==> config.mk <==
export PLATFORM = sky130hd
export DESIGN_NAME = mmio_gpio
export DESIGN_NICKNAME = d
export VERILOG_FILES = /design/src/rtl/mmio_gpio_pkg.sv /design/src/rtl/gpio_sync.sv /design/src/rtl/mmio_gpio.sv
export SDC_FILE = /design/constraint.sdc
export NUM_CORES = 1
export LEC_CHECK = 0
export BUFFER_PORTS_ARGS = -buffer_cell sky130_fd_sc_hd__buf_2
export CAP_MARGIN = 20
export CELL_PAD_IN_SITES_DETAIL_PLACEMENT = 0
export CELL_PAD_IN_SITES_GLOBAL_PLACEMENT = 1
export CORE_MARGIN = 4
export CORE_UTILIZATION = 30
export CTS_CLUSTER_DIAMETER = 120
export CTS_CLUSTER_SIZE = 8
export DETAILED_ROUTE_END_ITERATION = 16
export PLACE_DENSITY_LB_ADDON = 0.1
export RECOVER_POWER = 100
export SYNTH_ARGS = -nofsm -noshare
export SYNTH_HDL_FRONTEND = slang
export SYNTH_SLANG_ARGS = --single-unit
==> constraint.sdc <==
create_clock -name clk -period 2.79 [get_ports clk]
set_clock_uncertainty 0.05 [all_clocks]
set_input_delay 0.4185 -clock clk [delete_from_list [all_inputs] [get_ports clk]]
set_output_delay 0.4185 -clock clk [all_outputs]
set_load 0.01 [all_outputs]
==> src/rtl/mmio_gpio_pkg.sv <==
// Shared register map constants for the memory-mapped GPIO controller.
package mmio_gpio_pkg;

  localparam logic [1:0] REG_OUT  = 2'd0;
  localparam logic [1:0] REG_DIR  = 2'd1;
  localparam logic [1:0] REG_IN   = 2'd2;
  localparam logic [1:0] REG_EDGE = 2'd3;

  localparam int MAX_PORTS = 16;

endpackage

==> src/rtl/gpio_sync.sv <==
// Multi-stage input synchroniser; all stages clear to 0 on reset.
module gpio_sync #(
  parameter int WIDTH  = 32,
  parameter int STAGES = 2
) (
  input  logic             clk,
  input  logic             reset_n,
  input  logic [WIDTH-1:0] d_i,
  output logic [WIDTH-1:0] q_o
);

  logic [WIDTH-1:0] stage_q [STAGES];

  always_ff @(posedge clk or negedge reset_n) begin
    if (!reset_n) begin
      for (int i = 0; i < STAGES; i++) stage_q[i] <= '0;
    end else begin
      stage_q[0] <= d_i;
      for (int i = 1; i < STAGES; i++) stage_q[i] <= stage_q[i-1];
    end
  end

  assign q_o = stage_q[STAGES-1];

endmodule

==> src/rtl/mmio_gpio.sv <==
// Memory-mapped GPIO: per-port OUT/DIR/IN/EDGE registers, sticky rising-edge
// flags gated by a post-reset warm-up, and a single unmasked interrupt.
module mmio_gpio
  import mmio_gpio_pkg::*;
#(
  parameter int DATA_W      = 32,
  parameter int NUM_PORTS   = 4,
  parameter int SYNC_STAGES = 2,
  localparam int ADDR_W     = $clog2(NUM_PORTS) + 2
) (
  input  logic                        clk,
  input  logic                        reset_n,
  input  logic                        sel,
  input  logic                        we,
  input  logic [ADDR_W-1:0]           addr,
  input  logic [DATA_W-1:0]           wdata,
  output logic [DATA_W-1:0]           rdata,
  input  logic [NUM_PORTS*DATA_W-1:0] port_in,
  output logic [NUM_PORTS*DATA_W-1:0] port_out,
  output logic [NUM_PORTS*DATA_W-1:0] port_oe,
  output logic                        irq
);

  localparam int WARM_CYC = SYNC_STAGES + 1;
  localparam int WARM_W   = $clog2(WARM_CYC + 1);

  logic [DATA_W-1:0] out_q  [NUM_PORTS];
  logic [DATA_W-1:0] out_d  [NUM_PORTS];
  logic [DATA_W-1:0] dir_q  [NUM_PORTS];
  logic [DATA_W-1:0] dir_d  [NUM_PORTS];
  logic [DATA_W-1:0] edge_q [NUM_PORTS];
  logic [DATA_W-1:0] edge_d [NUM_PORTS];
  logic [DATA_W-1:0] prev_q [NUM_PORTS];
  logic [DATA_W-1:0] in_sync[NUM_PORTS];
  logic [DATA_W-1:0] rise   [NUM_PORTS];
  logic [DATA_W-1:0] clr    [NUM_PORTS];

  logic [NUM_PORTS-1:0] hit;
  logic [ADDR_W-1:0]    pidx;
  logic [1:0]           reg_sel;
  logic                 wr_en;
  logic                 rd_en;
  logic [WARM_W-1:0]    warm_q;
  logic [WARM_W-1:0]    warm_d;
  logic                 armed;

  assign pidx    = addr >> 2;
  assign reg_sel = addr[1:0];
  assign wr_en   = sel & we;
  assign rd_en   = sel & ~we;

  for (genvar p = 0; p < NUM_PORTS; p++) begin : g_port
    gpio_sync #(
      .WIDTH (DATA_W),
      .STAGES(SYNC_STAGES)
    ) u_sync (
      .clk    (clk),
      .reset_n(reset_n),
      .d_i    (port_in[p*DATA_W +: DATA_W]),
      .q_o    (in_sync[p])
    );
    assign port_out[p*DATA_W +: DATA_W] = out_q[p];
    assign port_oe[p*DATA_W +: DATA_W]  = dir_q[p];
  end

  // Out-of-range port indices match no port, so they read 0 and write nothing.
  always_comb begin
    hit = '0;
    for (int p = 0; p < NUM_PORTS; p++) hit[p] = (32'(pidx) == 32'(p));
  end

  // Levels already high at reset release must not look like rising edges.
  assign armed  = (warm_q == WARM_W'(WARM_CYC));
  assign warm_d = armed ? warm_q : warm_q + 1'b1;

  always_comb begin
    for (int p = 0; p < NUM_PORTS; p++) begin
      out_d[p] = out_q[p];
      dir_d[p] = dir_q[p];
      rise[p]  = in_sync[p] & ~prev_q[p] & {DATA_W{armed}};
      clr[p]   = '0;
      if (wr_en && hit[p]) begin
        case (reg_sel)
          REG_OUT:  out_d[p] = wdata;
          REG_DIR:  dir_d[p] = wdata;
          REG_EDGE: clr[p]   = wdata;
          default:  ;
        endcase
      end
      // A rise in the same cycle as a clear keeps the flag set.
      edge_d[p] = (edge_q[p] & ~clr[p]) | rise[p];
    end
  end

  always_ff @(posedge clk or negedge reset_n) begin
    if (!reset_n) begin
      warm_q <= '0;
      for (int p = 0; p < NUM_PORTS; p++) begin
        out_q[p]  <= '0;
        dir_q[p]  <= '0;
        edge_q[p] <= '0;
        prev_q[p] <= '0;
      end
    end else begin
      warm_q <= warm_d;
      for (int p = 0; p < NUM_PORTS; p++) begin
        out_q[p]  <= out_d[p];
        dir_q[p]  <= dir_d[p];
        edge_q[p] <= edge_d[p];
        prev_q[p] <= in_sync[p];
      end
    end
  end

  always_comb begin
    rdata = '0;
    if (rd_en) begin
      for (int p = 0; p < NUM_PORTS; p++) begin
        if (hit[p]) begin
          case (reg_sel)
            REG_OUT:  rdata = out_q[p];
            REG_DIR:  rdata = dir_q[p];
            REG_IN:   rdata = in_sync[p];
            REG_EDGE: rdata = edge_q[p];
          endcase
        end
      end
    end
  end

  always_comb begin
    irq = 1'b0;
    for (int p = 0; p < NUM_PORTS; p++) irq = irq | (|edge_q[p]);
  end

endmodule
==> After elaboration in Yosys (flattened, before gate mapping) <==
Index checks and enable logic that the tools add are counted.
{ "word_totals": {"elab_cells": 95, "out_inout_bits": 289, "regBits": 770} }
{ "classes": {"n_mux": 14, "addsub": 1, "bitwise_logic": 30, "n_reduce_logical": 18, "n_eq_ne": 7} }
{ "op_table": {"columns": ["operator", "n"], "rows": [
  ["case mux 32 bit (4 select lines)", 4],
  ["bitwise AND 32 bit", 12],
  ["two-way mux 32 bit", 10],
  ["inverter 32 bit", 8],
  ["bitwise OR 32 bit", 4],
  ["OR reduction 32 bit", 4],
  ["AND reduction 2 bit", 8],
  ["== test 2 bit (second input constant)", 5],
  ["== test 2 x 1 -> 1 bit (second input constant)", 2],
  ["logical AND 1 bit", 4],
  ["zero test 4 bit", 1],
  ["bitwise OR 1 bit", 3],
  ["adder 2 x 1 -> 2 bit (second input constant)", 1],
  ["bitwise AND 1 bit", 2],
  ["zero test 2 bit", 1],
  ["inverter 1 bit", 1]
]} }

==> Logic depth before layout (Yosys ltp) <==
{ "logic_depth": {"word_depth": 7, "ltp_mapped": 9, "ltp_nobuf": 4} }

==> Modules after synthesis <==
From an unflattened synthesis, not the netlist that was laid out.
{ "hier_totals": {"cells_unflattened": 2299, "hier_area_um2": 30822.1} }
{ "by_module_without_submodules": {"columns": ["module", "cells_each", "area_per_inst_um2", "seq_area_each_um2", "n_inst"], "rows": [
  ["mmio_gpio", 1915, 23455.0, 12862.3, 1],
  ["gpio_sync", 96, 1841.8, 1601.5, 4]
]} }

==> Worst setup path after synthesis <==
Ideal clock, no wire load.
{ "synth_timing": {"kind": "input port to output port", "start": "in addr[0]", "end": "out rdata[13]", "n_path_buf": 2, "path_slack_ns": 0.436, "t_arrival_ns": 1.886, "stages": 5, "path_cell_list": "buf_2 > buf_2 > mux4_2 > mux2_2 > o221a_1"} }
{ "synth_via": {"elab_chain_cells": 7, "elab_cells_between_ends": 13} }
{ "synth_lines": {"columns": ["item", "line_no", "source"], "rows": [
  ["start: declaration", "mmio_gpio.sv:15", "input logic [ADDR_W-1:0] addr,"],
  ["== test 2 bit, or another cell as far along", "mmio_gpio.sv:120", "case (reg_sel)"],
  ["case mux 32 bit (4 select lines)", "mmio_gpio.sv:120", null],
  ["two-way mux 32 bit (3 in a row)", "mmio_gpio.sv:119", "if (hit[p]) begin"],
  ["two-way mux 32 bit (*)", "mmio_gpio.sv:119", null],
  ["two-way mux 32 bit (*)", "mmio_gpio.sv:117", "if (rd_en) begin"],
  ["end: declaration", "mmio_gpio.sv:17", "output logic [DATA_W-1:0] rdata,"]
]} }
Every way passes the cells marked *; elsewhere a longest branch is shown, timed or not.

==> Worst setup path in the final report <==
{ "layout_timing": {"start": "reg edge_q[54] (netlist name)", "end": "out irq"} }
{ "layout_via": {"elab_chain_cells": 3} }
{ "layout_lines": {"columns": ["item", "line_no", "source"], "rows": [
  ["start: declaration", "mmio_gpio.sv:31", "logic [DATA_W-1:0] edge_q [NUM_PORTS];"],
  ["start signal: indexed assignment", "mmio_gpio.sv:109", "edge_q[p] <= edge_d[p];"],
  ["OR reduction 32 bit", "mmio_gpio.sv:133", "for (int p = 0; p < NUM_PORTS; p++) irq = irq | (|edge_q[p]);"],
  ["bitwise OR 1 bit (2 in a row)", "mmio_gpio.sv:133", null],
  ["end: declaration", "mmio_gpio.sv:21", "output logic irq"]
]} }
Every way passes these cells.

==> impl_metrics.json <==
{
  "syn_area_per_cell_um2": 14.1,
  "finalCritPeriodShare_pct": 110,
  "stdcell_count": 4131,
  "die_y_um": 322,
  "final_common_cell": "dfrtp_1",
  "clock_latency_ns": 0.68,
  "port_buffers": 456,
  "die-area_mm2": 0.104,
  "drc_errors": 0,
  "synth_edf_count": 0,
  "synthCells": 2090,
  "power.leakage_nw": 16.5,
  "drv_slew": 86,
  "syn_area_mm2": 0.0296,
  "grt_pass1_wl_um": 171000,
  "nFillCells": 9450,
  "grt_pass1_vias": 22173,
  "worst-r2r-setup-slack_ns": 0.13,
  "cpMaxStageDelayCell": "dfrtp_1",
  "synth_ff_type": "dfrtp_1",
  "cts_tree": "yes",
  "synthDominantCellAreaShare_pct": 65.2,
  "num_rows": 114,
  "p_sw_mw": 8.16,
  "tns_ns": -3.55,
  "cp-start-kind": "flop",
  "vias": 21156,
  "yosysSeqAreaShare_pct": 65.2,
  "hold_viol": 0,
  "drive_above_1_share_pct": 24.9,
  "cts.htree.levels": 3,
  "cp_slowest_stage_delay_ns": 0.41,
  "cts_root_buf": "clkbuf_16",
  "pwr-share-comb_pct": 14.2,
  "die_w_um": 322,
  "cts_sinks": 770,
  "rr_worst_depth": 4,
  "seqPwrFrac_pct": 46.0,
  "outcome": "finished, violations left",
  "min_delay_path_depth": 2,
  "pin_count": 457,
  "numCtsBuffers": 106,
  "relSlewSlack_pct": -11.8,
  "core_area_mm2": 0.0973,
  "dpl.cell_count": 3833,
  "syn-num-nets": 2259,
  "start_util_pct": 30.4,
  "cp.required_ns": 2.32,
  "clkPwrFrac_pct": 39.7,
  "timing.final.ws_setup_ns": -0.282,
  "wl_per_cell_um": 29.1,
  "ys_types": 51,
  "violations": "max-capacitance violations, max-slew violations, negative setup slack",
  "holdWs_ns": 0.0684,
  "clock_path_buffers": 3,
  "finalSetupViolCount": 27,
  "p_int_mw": 20.7,
  "syn2layout_area_growth_pct": 30.7,
  "antenna_found_initial": 8,
  "layout.nets": 3010,
  "power.density_mw_per_mm2": 746,
  "grt.total_usage_pct": 23.0,
  "async_reset_ff_share_pct": 100,
  "synth_top_cell_by_area": "dfrtp_1",
  "stdcell_area_mm2": 0.0386,
  "clk_pin_slew_ns": 0.05,
  "yosysWarnings": 0,
  "ir_worst_vdd_mv": 0.500,
  "final_antenna_net_count": 0,
  "layout_common_cells": "759 x dfrtp_1, 295 x clkbuf_1, 177 x nand2_1",
  "criticalPathCategory": "reg2out",
  "drt_wl_total_um": 120000,
  "period_needed_ns": 3.07,
  "post-route-util_pct": 39.7,
  "maxCapViolations": 2,
  "synth.area.top_cells": "dfrtp_1 65%, mux2_1 6.1%, mux2_2 3.9%",
  "worst_pin_slew_ns": 1.68,
  "worstHoldPathType": "in2reg",
  "gp_congestion": 0.831,
  "worstSetupEndpointType": "primary output",
  "dr.pass1.iters": 5,
  "swShare_pct": 28.3,
  "dpl_cell_area_mm2": 0.0343,
  "ys_ff_latch": 770,
  "grt_max_degree": 96,
  "grt-ovfl-total": 0,
  "grt_setup_unrepaired": "yes",
  "crit_fanout": 2,
  "hpwlAfterDp_um": 87700,
  "path_cells": "nor4_4 -> buf_4 -> nand4_1 -> nor4_4 -> buf_4 -> nand2_4 -> buf_6",
  "clock.fmax_mhz": 326,
  "avgViaCountPerCell": 5.12,
  "dr.first_iter.drc_count": 1740,
  "arrival_ns": 2.60
}
[area by class of cell]
| class | instances | area [um^2] | share of cell area (%) |
|---|---|---|---|
| multi-input cells | 1159 | 9960 | 25.8 |
| inverters | 31 | 116 | 0.301 |
| repair buffers | 773 | 4900 | 12.7 |
| diodes | 8 | 20.0 | 0.0518 |
| well taps | 1276 | 1600 | 4.13 |
| clock inverters | 8 | 125 | 0.324 |
| clock buffers | 106 | 2650 | 6.86 |
| flip-flops and latches | 770 | 19300 | 49.9 |
[kinds of logic after synthesis]
family / after synthesis / synth area share (%)
AOI/OAI and AO/OA: 364 / 7.85
and+or+nand+nor: 404 / 7.29
DFF: 770 / 65.2
adders and majority gates: 1 / 0.0423
muxes: 389 / 17.0
buffers and inverters: 161 / 2.65
xor gates and xnor gates: 1 / 0.0296
[layer usage]
metal | track usage (%) | part of all wire [%]
met5 | 0 | 0.019
met4 | 5.24 | 2.4
met3 | 5.62 | 6.9
met2 | 34.1 | 44
met1 | 34.1 | 47
[path summary, 6_finish.rpt]
kind / startpoint / endpoint
setup / recovery: edge_q[54] / irq
hold / removal: wdata[30] / port_out[94]
setup reg to reg: warm_q[0] / edge_q[112]
hold reg to reg: g_port[0].u_sync.stage_q[63] / g_port[0].u_sync.q_o[31]
max in group asynchronous: reset_n / g_port[3].u_sync.stage_q[42]
min in group asynchronous: reset_n / g_port[0].u_sync.q_o[22]
[cells in the mapped netlist, types with 3 or more instances]
| library cell | number |
|---|---|
| mux2_2 | 102 |
| buf_2 | 49 |
| a221o_1 | 5 |
| a21oi_1 | 30 |
| o22ai_1 | 29 |
| o21ai_1 | 4 |
| mux2i_1 | 45 |
| o31ai_1 | 11 |
| nand2_1 | 178 |
| a221oi_1 | 25 |
| o221a_1 | 12 |
| buf_6 | 13 |
| nand2b_1 | 6 |
| nand3b_1 | 128 |
| nor2_1 | 34 |
| a311oi_1 | 11 |
| mux2_4 | 30 |
| or3_1 | 6 |
| mux2_1 | 161 |
| a211oi_1 | 37 |
| o221ai_1 | 5 |
| buf_1 | 5 |
| o21ai_0 | 164 |
| a31oi_1 | 14 |
| buf_4 | 5 |
| o22a_1 | 3 |
| clkbuf_1 | 58 |
| dfrtp_1 | 770 |
| nand4_1 | 9 |
| a21o_1 | 3 |
| nor4_1 | 35 |
| inv_1 | 29 |
| mux4_2 | 51 |
[registers in the layout, indices dropped and copies added, names as in the netlist]
name / flops
edge_q: 128
g_port.u_sync.q_o: 128
g_port.u_sync.stage_q: 128
port_oe: 128
port_out: 128
prev_q: 128
warm_q: 2
[stage by stage]
step	power, mW	setup WS (ns)
finish	28.8	-0.282
global route	30.0	-0.424
CTS	29.4	-0.309
detailed placement	17.4	-0.371
global placement	17.4	-0.342
floorplan	14.8	0.436
[worst max-delay path, delay by kind of cell, from the launching register on]
kind                   cells  cell delay, ns
AND/OR/NAND/NOR            4            0.99
buffers and inverters      3            0.52
flip-flops                 1            0.41
[power by group through the flow]
stage	logic (mW)	clock network, mW	registers, mW
2_1_floorplan	1.47	0	13.3
3_3_place_gp	3.92	0	13.5
3_5_place_dp	3.96	0	13.5
4_1_cts	4.36	11.8	13.3
5_1_grt	4.43	12.2	13.4
6_report	4.10	11.4	13.3
[timing repair]
action,4_1_cts,5_1_grt
hold buffers,129,0
pin swaps,23,6
endpoints found under the hold margin,165,0
setup buffers,41,7
setup endpoints to repair,28,28
gates resized for setup,85,28
Power figures use the tool's default switching activity.
